<file path="src/rtl/led_effect_gen.sv">
// LED pattern generator: prescaled step tick driving bounce, rotate, bar-fill and blink
// effects across N_LEDS outputs, with runtime effect and speed selection.
module led_effect_gen #(
    parameter int unsigned N_LEDS   = 7,
    parameter int unsigned TICK_DIV = 12500000,
    parameter int unsigned DIV_W    = 27
) (
    input  logic              clk_50M,
    input  logic              rst_n,
    input  logic              switch,
    input  logic [1:0]        mode,
    input  logic [1:0]        speed,
    output logic [N_LEDS-1:0] leds,
    output logic              step
);

    localparam int unsigned PosW = $clog2(N_LEDS + 1);

    localparam logic [PosW-1:0]   PosZero = '0;
    localparam logic [PosW-1:0]   PosOne  = PosW'(1);
    localparam logic [PosW-1:0]   LastPos = PosW'(N_LEDS - 1);
    localparam logic [PosW-1:0]   FullPos = PosW'(N_LEDS);
    localparam logic [DIV_W-1:0]  DivBase = DIV_W'(TICK_DIV);
    localparam logic [DIV_W-1:0]  CntOne  = DIV_W'(1);
    localparam logic [N_LEDS-1:0] LedOne  = N_LEDS'(1);
    localparam logic [N_LEDS:0]   FillOne = (N_LEDS + 1)'(1);

    localparam logic [1:0] ModeBounce = 2'd0;
    localparam logic [1:0] ModeRotate = 2'd1;
    localparam logic [1:0] ModeFill   = 2'd2;
    localparam logic [1:0] ModeBlink  = 2'd3;

    logic [DIV_W-1:0]  cnt_q, cnt_d;
    logic [PosW-1:0]   pos_q, pos_d;
    logic              dir_q, dir_d;     // 0 = up, 1 = down
    logic              phase_q, phase_d;
    logic [1:0]        mode_q;
    logic              en_q;
    logic [N_LEDS-1:0] leds_q, leds_d;
    logic              step_q, step_d;

    logic [DIV_W-1:0]  period;
    logic [DIV_W-1:0]  last_cnt;
    logic              restart;
    logic              tick;

    // LED image for a given effect and state; the fill mask is built one bit wider so that
    // pos == N_LEDS yields all ones without overflowing.
    function automatic logic [N_LEDS-1:0] pattern(input logic [1:0]      m,
                                                   input logic [PosW-1:0] p,
                                                   input logic            ph);
        logic [N_LEDS:0] mask;
        mask = (FillOne << p) - FillOne;
        unique case (m)
            ModeBounce, ModeRotate: pattern = LedOne << p;
            ModeFill:               pattern = N_LEDS'(mask);
            default:                pattern = ph ? '0 : '1;
        endcase
    endfunction

    // Prescaler period and tick; >= catches a speed change that shortened the period.
    always_comb begin
        period   = DivBase >> speed;
        last_cnt = period - CntOne;
        tick     = (cnt_q >= last_cnt);
        restart  = !en_q || (mode != mode_q);
    end

    // Next-state: hold, restart on enable/mode change, or advance the effect on a tick.
    always_comb begin
        cnt_d   = cnt_q;
        pos_d   = pos_q;
        dir_d   = dir_q;
        phase_d = phase_q;
        step_d  = 1'b0;
        if (!switch || restart) begin
            cnt_d   = '0;
            pos_d   = PosZero;
            dir_d   = 1'b0;
            phase_d = 1'b0;
        end else if (tick) begin
            cnt_d  = '0;
            step_d = 1'b1;
            unique case (mode)
                ModeBounce: begin
                    if (!dir_q) begin
                        pos_d = pos_q + PosOne;
                        if (pos_d == LastPos) dir_d = 1'b1;
                    end else begin
                        pos_d = pos_q - PosOne;
                        if (pos_d == PosZero) dir_d = 1'b0;
                    end
                end
                ModeRotate: pos_d = (pos_q == LastPos) ? PosZero : pos_q + PosOne;
                ModeFill: begin
                    if (!dir_q) begin
                        pos_d = pos_q + PosOne;
                        if (pos_d == FullPos) dir_d = 1'b1;
                    end else begin
                        pos_d = pos_q - PosOne;
                        if (pos_d == PosZero) dir_d = 1'b0;
                    end
                end
                default: phase_d = ~phase_q;
            endcase
        end else begin
            cnt_d = cnt_q + CntOne;
        end
        leds_d = switch ? pattern(mode, pos_d, phase_d) : '0;
    end

    // State and registered outputs.
    always_ff @(posedge clk_50M or negedge rst_n) begin
        if (!rst_n) begin
            cnt_q   <= '0;
            pos_q   <= '0;
            dir_q   <= 1'b0;
            phase_q <= 1'b0;
            mode_q  <= 2'd0;
            en_q    <= 1'b0;
            leds_q  <= '0;
            step_q  <= 1'b0;
        end else begin
            cnt_q   <= cnt_d;
            pos_q   <= pos_d;
            dir_q   <= dir_d;
            phase_q <= phase_d;
            mode_q  <= mode;
            en_q    <= switch;
            leds_q  <= leds_d;
            step_q  <= step_d;
        end
    end

    assign leds = leds_q;
    assign step = step_q;

endmodule

</file>
<file path="config.mk">
export PLATFORM = sky130hd
export DESIGN_NAME = led_effect_gen
export DESIGN_NICKNAME = d
export VERILOG_FILES = /design/src/rtl/led_effect_gen.sv
export SDC_FILE = /design/constraint.sdc
export NUM_CORES = 1
export LEC_CHECK = 0
export CAP_MARGIN = 20
export CORE_MARGIN = 1
export CORE_UTILIZATION = 30
export DETAILED_ROUTE_END_ITERATION = 16
export GPL_TIMING_DRIVEN = 0
export PLACE_DENSITY_LB_ADDON = 0.25
export SYNTH_ARGS = -nofsm -noshare
export SYNTH_HDL_FRONTEND = slang
export SYNTH_SLANG_ARGS = --single-unit
export TNS_END_PERCENT = 20
</file>
<file path="constraint.sdc">
create_clock -name clk_50M -period 3.2 [get_ports clk_50M]
set_input_delay 0.32 -clock clk_50M [delete_from_list [all_inputs] [get_ports clk_50M]]
set_output_delay 0.32 -clock clk_50M [all_outputs]
set_load 0.01 [all_outputs]
</file>
* Word-level counts from Yosys, hierarchy flattened
Cells that the tools add are included.
** Operators by class
- Add/subtract/negate cells :: 5
- $lt $le $gt $ge :: 1
- Eq/ne operators :: 6
- Shift-type cells :: 3
- Mux-type cells :: 23
- Bitwise operators :: 1
- Reductions and logical operators :: 12
** Operators by type and width (count)
- $mux 27 :: 2
- $add 27x1->27 const B :: 1
- $ge 27x27->1 :: 1
- $shr 24x2->27 const A :: 1
- $sub 27x1->27 const B :: 1
- $mux 7 :: 2
- $pmux 7 s2 :: 1
- $shl 1x3->7 const A :: 2
- $mux 1 :: 12
- $mux 3 :: 4
- $eq 3x3->1 const B :: 3
- $sub 7x1->7 const B :: 1
- $pmux 3 s2 :: 1
- $reduce_or 2->1 :: 2
- $add 3x1->3 const B :: 1
- $logic_not 3->1 :: 1
- $reduce_bool 3->1 :: 1
- $reduce_or 3->1 :: 1
- $sub 3x1->3 const B :: 1
- $eq 2x1->1 const B :: 1
- $eq 2x2->1 const B :: 1
- $logic_not 1->1 :: 2
- $logic_not 2->1 :: 1
- $logic_or 1x1->1 :: 2
- 5 further kinds :: 5
** Word-level totals
- Flip-flop bits (word level) :: 43
- Input port bits :: 7
- Output and inout bits :: 8
- Logic and storage cells :: 59

* Logic depth before layout (Yosys ltp)
- Depth after elaboration :: 9
- Depth in mapped cells :: 18
- Gate-level depth less buffers :: 17

* Worst setup path after synthesis
Ideal clock, no wire load.
- Path type :: input -> register
- From :: input speed[0]
- To :: register leds_q[6] (netlist: leds[6])
- Setup time :: 0.079 ns
- Arrival :: 3.042 ns
- Data required time :: 3.121 ns
- Slack :: 0.079 ns
- Stages on the path :: 17
- Buffers on the path :: 1
- Cells stage by stage :: inv_1 nand2_1 ha_1 ha_1 a211o_1 a221oi_2 nor3_2 o21a_1 o221ai_1 a21o_1 buf_2 nand3b_1 ha_1 nand2_1 nor3_1 nand3b_1 a21oi_1
** Between the ends
- Longest elaborated chain between the ends :: 9
- Elaborated cells on any way between the ends :: 13
- Classes of those cells :: 2 x add/sub; 1 x order compare; 3 x shift; 7 x mux
** Ends and longest elaborated chain
- start: declaration :: line 12 : input logic [1:0] speed,
- $shr 24x2->27 * :: line 63 : period = DivBase >> speed;
- $sub 27x1->27 * :: line 64 : last_cnt = period - CntOne;
- $ge 27x27->1 * :: line 65 : tick = (cnt_q >= last_cnt);
- $mux 3 :: line 81 : end else if (tick) begin
- $mux 3 :: line 76 : if (!switch || restart) begin
- $shl 1x3->7 :: line 53, 55
- $sub 7x1->7 :: line 53 : mask = (FillOne << p) - FillOne;
- $pmux 7 s2 * :: line 54 : unique case (m)
- $mux 7 * :: line 109 : leds_d = switch ? pattern(mode, pos_d, phase_d) : '0;
- named net leds_d[6] :: line 39 : logic [N_LEDS-1:0] leds_q, leds_d;
- end signal: assignment :: line 130 : leds_q <= leds_d;
- end: declaration :: line 39
Mark *: on every way through the listed nets, which the timed path passes. The rest lies on a longest branch.
A chain may end at the register's enable or synchronous reset.

* Worst setup path in the final report
Same ends and word-level chain as after synthesis.

==> run metrics <==
status=finished clean; CTS max path bufs=2; fraction of layout cells with a size suffix above 1=24.1%; Reg2Reg Depth=14; delay-heaviest family, CP=simple AND/OR/NAND/NOR gates; FF-to-FF End=leds[6]$_DFF_PN0_; Area Overhead vs Synth=29.4%; initial antenna violation count=0; crit-path max cell delay=360 ps; clk root buf=clkbuf_8; DP Area=about 3200 sq um; Worst Path Buf+Inv=3; Highest Clock Rate=315 MHz; CP Cell Sequence=buf_8 > inv_4 > nand2_4 > ha_4 > nand2_1 > ha_4 > and4b_2 > a221oi_4 > nor3_4 > o211a_4 > buf_6 > nor4_4 > nor2_4 > nand3b_1 > ha_4 > nand2_4 > nor3_2 > nand3b_1 > a21oi_2; Tightest Hold Check Type=input port to asynchronous set/reset pin; Top FF cell, synth=dfrtp_1; number of synthesized register bits=43; Final min period=around 3200 ps; Critical-path top delay cell=nor4_4; Most common cell on crit path=ha_4; TritonCTS buffer count=5; launching point of the worst reg2reg path=cnt_q[4]$_DFF_PN0_; Antenna Cells=0; DIE AREA=roughly 10000 sq um; Util after Layout=between 40% and 50%; worst path required time=3430 ps; RSZ-0062 raised after global routing=true; syn avg cell area=9.33 sq um; Syn. warnings=0; die width=a little over 100 um; residual DRC count=0; worst-path fanout max=6; clock-pin slew of the registers on the worst-case setup and hold paths=90 ps; vias after detailed routing=~2400; Port Buf Inserts=14; core area=between 9000 and 10000 sq um; global route overflow=0; gr usage total=13.3%; die height=101 um; Synth Instances=around 310; Setup Viol. Count Final=0; stages on the worst setup path=19; register-to-register setup slack=approximately 40 ps; MaxCap Viol Count=0; Final GP Congestion=just under 0.8; Post-DRT Antenna Nets=0; Setup crit end=leds[6]$_DFF_PN0_; EDFF count, synth=0; largest net degree at the start of global routing=26; WL final=6700 um; Synth cell types=57; final hold viol count=0; critical path arrival=~3400 ps; CTS tree=built; # H-tree levels=2; final instance area=approximately 3800 sq um; routed len/inst=13.6 um; cell area after synthesis=roughly 2900 sq um; Setup crit end kind=register; global-route wire length before repair=10700 um; leakage=approximately 1.7 nW; Slew Limit Fails=0; crit path kind=input port to register; std cell rows=35; fillcell total=931; Worst Skew=10.5 ps; Crit. Startpoint=speed[0]; Async S/R FF share, synth=100%; nets@finish=around 400; clk_lat worst skew=300 ps; pwr dens=roughly 270 nW/um^2; Max VDD drop=between 0.0001 and 0.00015 V; Final Cycle Share=between 90 and 100%; hpwl dp=4730 um; Seq/Total Area, Yosys=between 30% and 40%; CP Launch Type=input port; vias in the first global route=approximately 2300; Initial Util=31.3%; I/O Pins=15; DRT iter0 DRCs=79; Vias/cell=4.81; First-pass DRT Iterations=4; Clock Sinks=between 40 and 50; hold slack=512 ps
## cell type report
class	instances	area (sq um)	area share, %
clock buffer	6	72.6	1.92
clock inverter	2	12.5	0.331
multi-input combinational	248	1980	52.3
sequential	43	1080	28.6
inverter	17	66.3	1.75
tap	129	161	4.27
timing repair buffer	43	378	10.0
buffer	6	30.0	0.795
## worst reg2reg max path: cells and delay by family (launching register included)
family                     cells  cell delay [ps]
buffers and inverters          1              120
and+or+nand+nor                7             1070
adders and majority gates      2              450
AOI/OAI and AO/OA              4             1020
DFF                            1              420
## cells in the mapped netlist, types with 2 or more instances
cell,instances,area share (%)
a221oi_1,3,0.90
a21oi_1,15,2.6
ha_1,30,13
nor2b_1,4,0.86
nand3b_1,2,0.51
a31oi_1,2,0.43
o31ai_1,2,0.51
or4_1,2,0.51
xnor2_1,14,4.2
and2_1,8,1.7
nand4_1,3,0.64
nor3_2,2,0.69
o21a_1,2,0.51
and4_1,5,1.5
nand3_1,17,2.9
inv_1,16,2.1
nand2_1,25,3.2
dfrtp_1,43,37
a211o_1,2,0.60
and3_1,9,1.9
clkbuf_1,4,0.51
conb_1,2,0.26
nor3_1,2,0.34
buf_4,2,0.51
nor2_1,38,4.9
a21o_1,3,0.77
mux2i_1,2,0.69
xor2_1,16,4.8
or3_1,2,0.43
o221ai_1,2,0.60
o21ai_0,8,1.4
## flip-flops by register name, indices dropped and copies added, names as in the netlist
name / count
en_q: 1
phase_q: 1
mode_q: 2
dir_q: 1
cnt_q: 27
pos_q: 3
leds: 7
step: 1
## how the worst min path moves through the flow
stage	start	endpoint	slack, ps	depth (start not counted)
after CTS	rst_n	cnt_q[4]$_DFF_PN0_	520	2
after floorplan	rst_n	cnt_q[0]$_DFF_PN0_	20	0
after global routing	rst_n	cnt_q[4]$_DFF_PN0_	550	2
final	rst_n	cnt_q[4]$_DFF_PN0_	510	2
after detailed placement	rst_n	cnt_q[8]$_DFF_PN0_	310	1
after global placement	cnt_q[0]$_DFF_PN0_	cnt_q[0]$_DFF_PN0_	500	1
## power by group
part / switching [W] / internal [W]
sequential: 0.00000250 / 0.000549
combinational: 0.0000654 / 0.0000458
clock: 0.000201 / 0.000153
## cells by family after synthesis
kind of cell	synth area share (%)
simple gates	23.1
mux	0.686
flops	36.8
compound gates	13.5
other cells	0.257
fa+ha+maj	12.9
buf+inv	3.77
xor+xnor	9.00
## routing by layer
layer | GRT usage [%] | wire length, um | part of all wire, % | up-vias
met5 | 0 | 0 | 0 | -
met4 | 4.01 | 40 | 0.60 | 0
met3 | 2.70 | 159 | 2.4 | 4
met2 | 22.0 | 3280 | 49 | 29
met1 | 17.4 | 3230 | 48 | 1144
li1 | - | - | - | 1199
## cells in the final DEF (no fill, tap or decap), types with 3 or more instances in the layout
cell,n
nand3_1,16
and3_1,9
a221oi_1,3
ha_4,5
and4_1,5
o21ai_0,7
nand2_4,3
nor2b_1,4
dfrtp_2,5
xnor2_1,14
clkdlybuf4s50_1,11
conb_1,5
xor2_1,16
nand2_2,3
nand4_1,3
ha_1,25
nor2_1,37
nand2_1,20
buf_4,28
dfrtp_1,38
and2_1,6
inv_1,14
a21oi_1,13
clkbuf_1,5
clkbuf_8,5
## stage by stage
stage	std cells	TNS [ps]	power [W]	worst slack [ps]
3_3_place_gp	459	-13340	0.000652	-877
3_5_place_dp	460	-14910	0.000656	-929
2_1_floorplan	316	0	0.000609	79.2
5_1_grt	494	-147	0.00107	-81.6
6_report	494	0	0.00102	29.7
4_1_cts	482	0	0.00102	6.60
## repair_timing
item / 4_1_cts / 5_1_grt
gates cloned: 0 / 0
resized for setup: 25 / 41
endpoints found under the setup margin: 27 / 6
pin swaps: 11 / 21
hold buffers: 1 / 0
hold endpoints to repair: 18 / 0
setup buffers: 14 / 13
(Power assumes the default switching activity.)
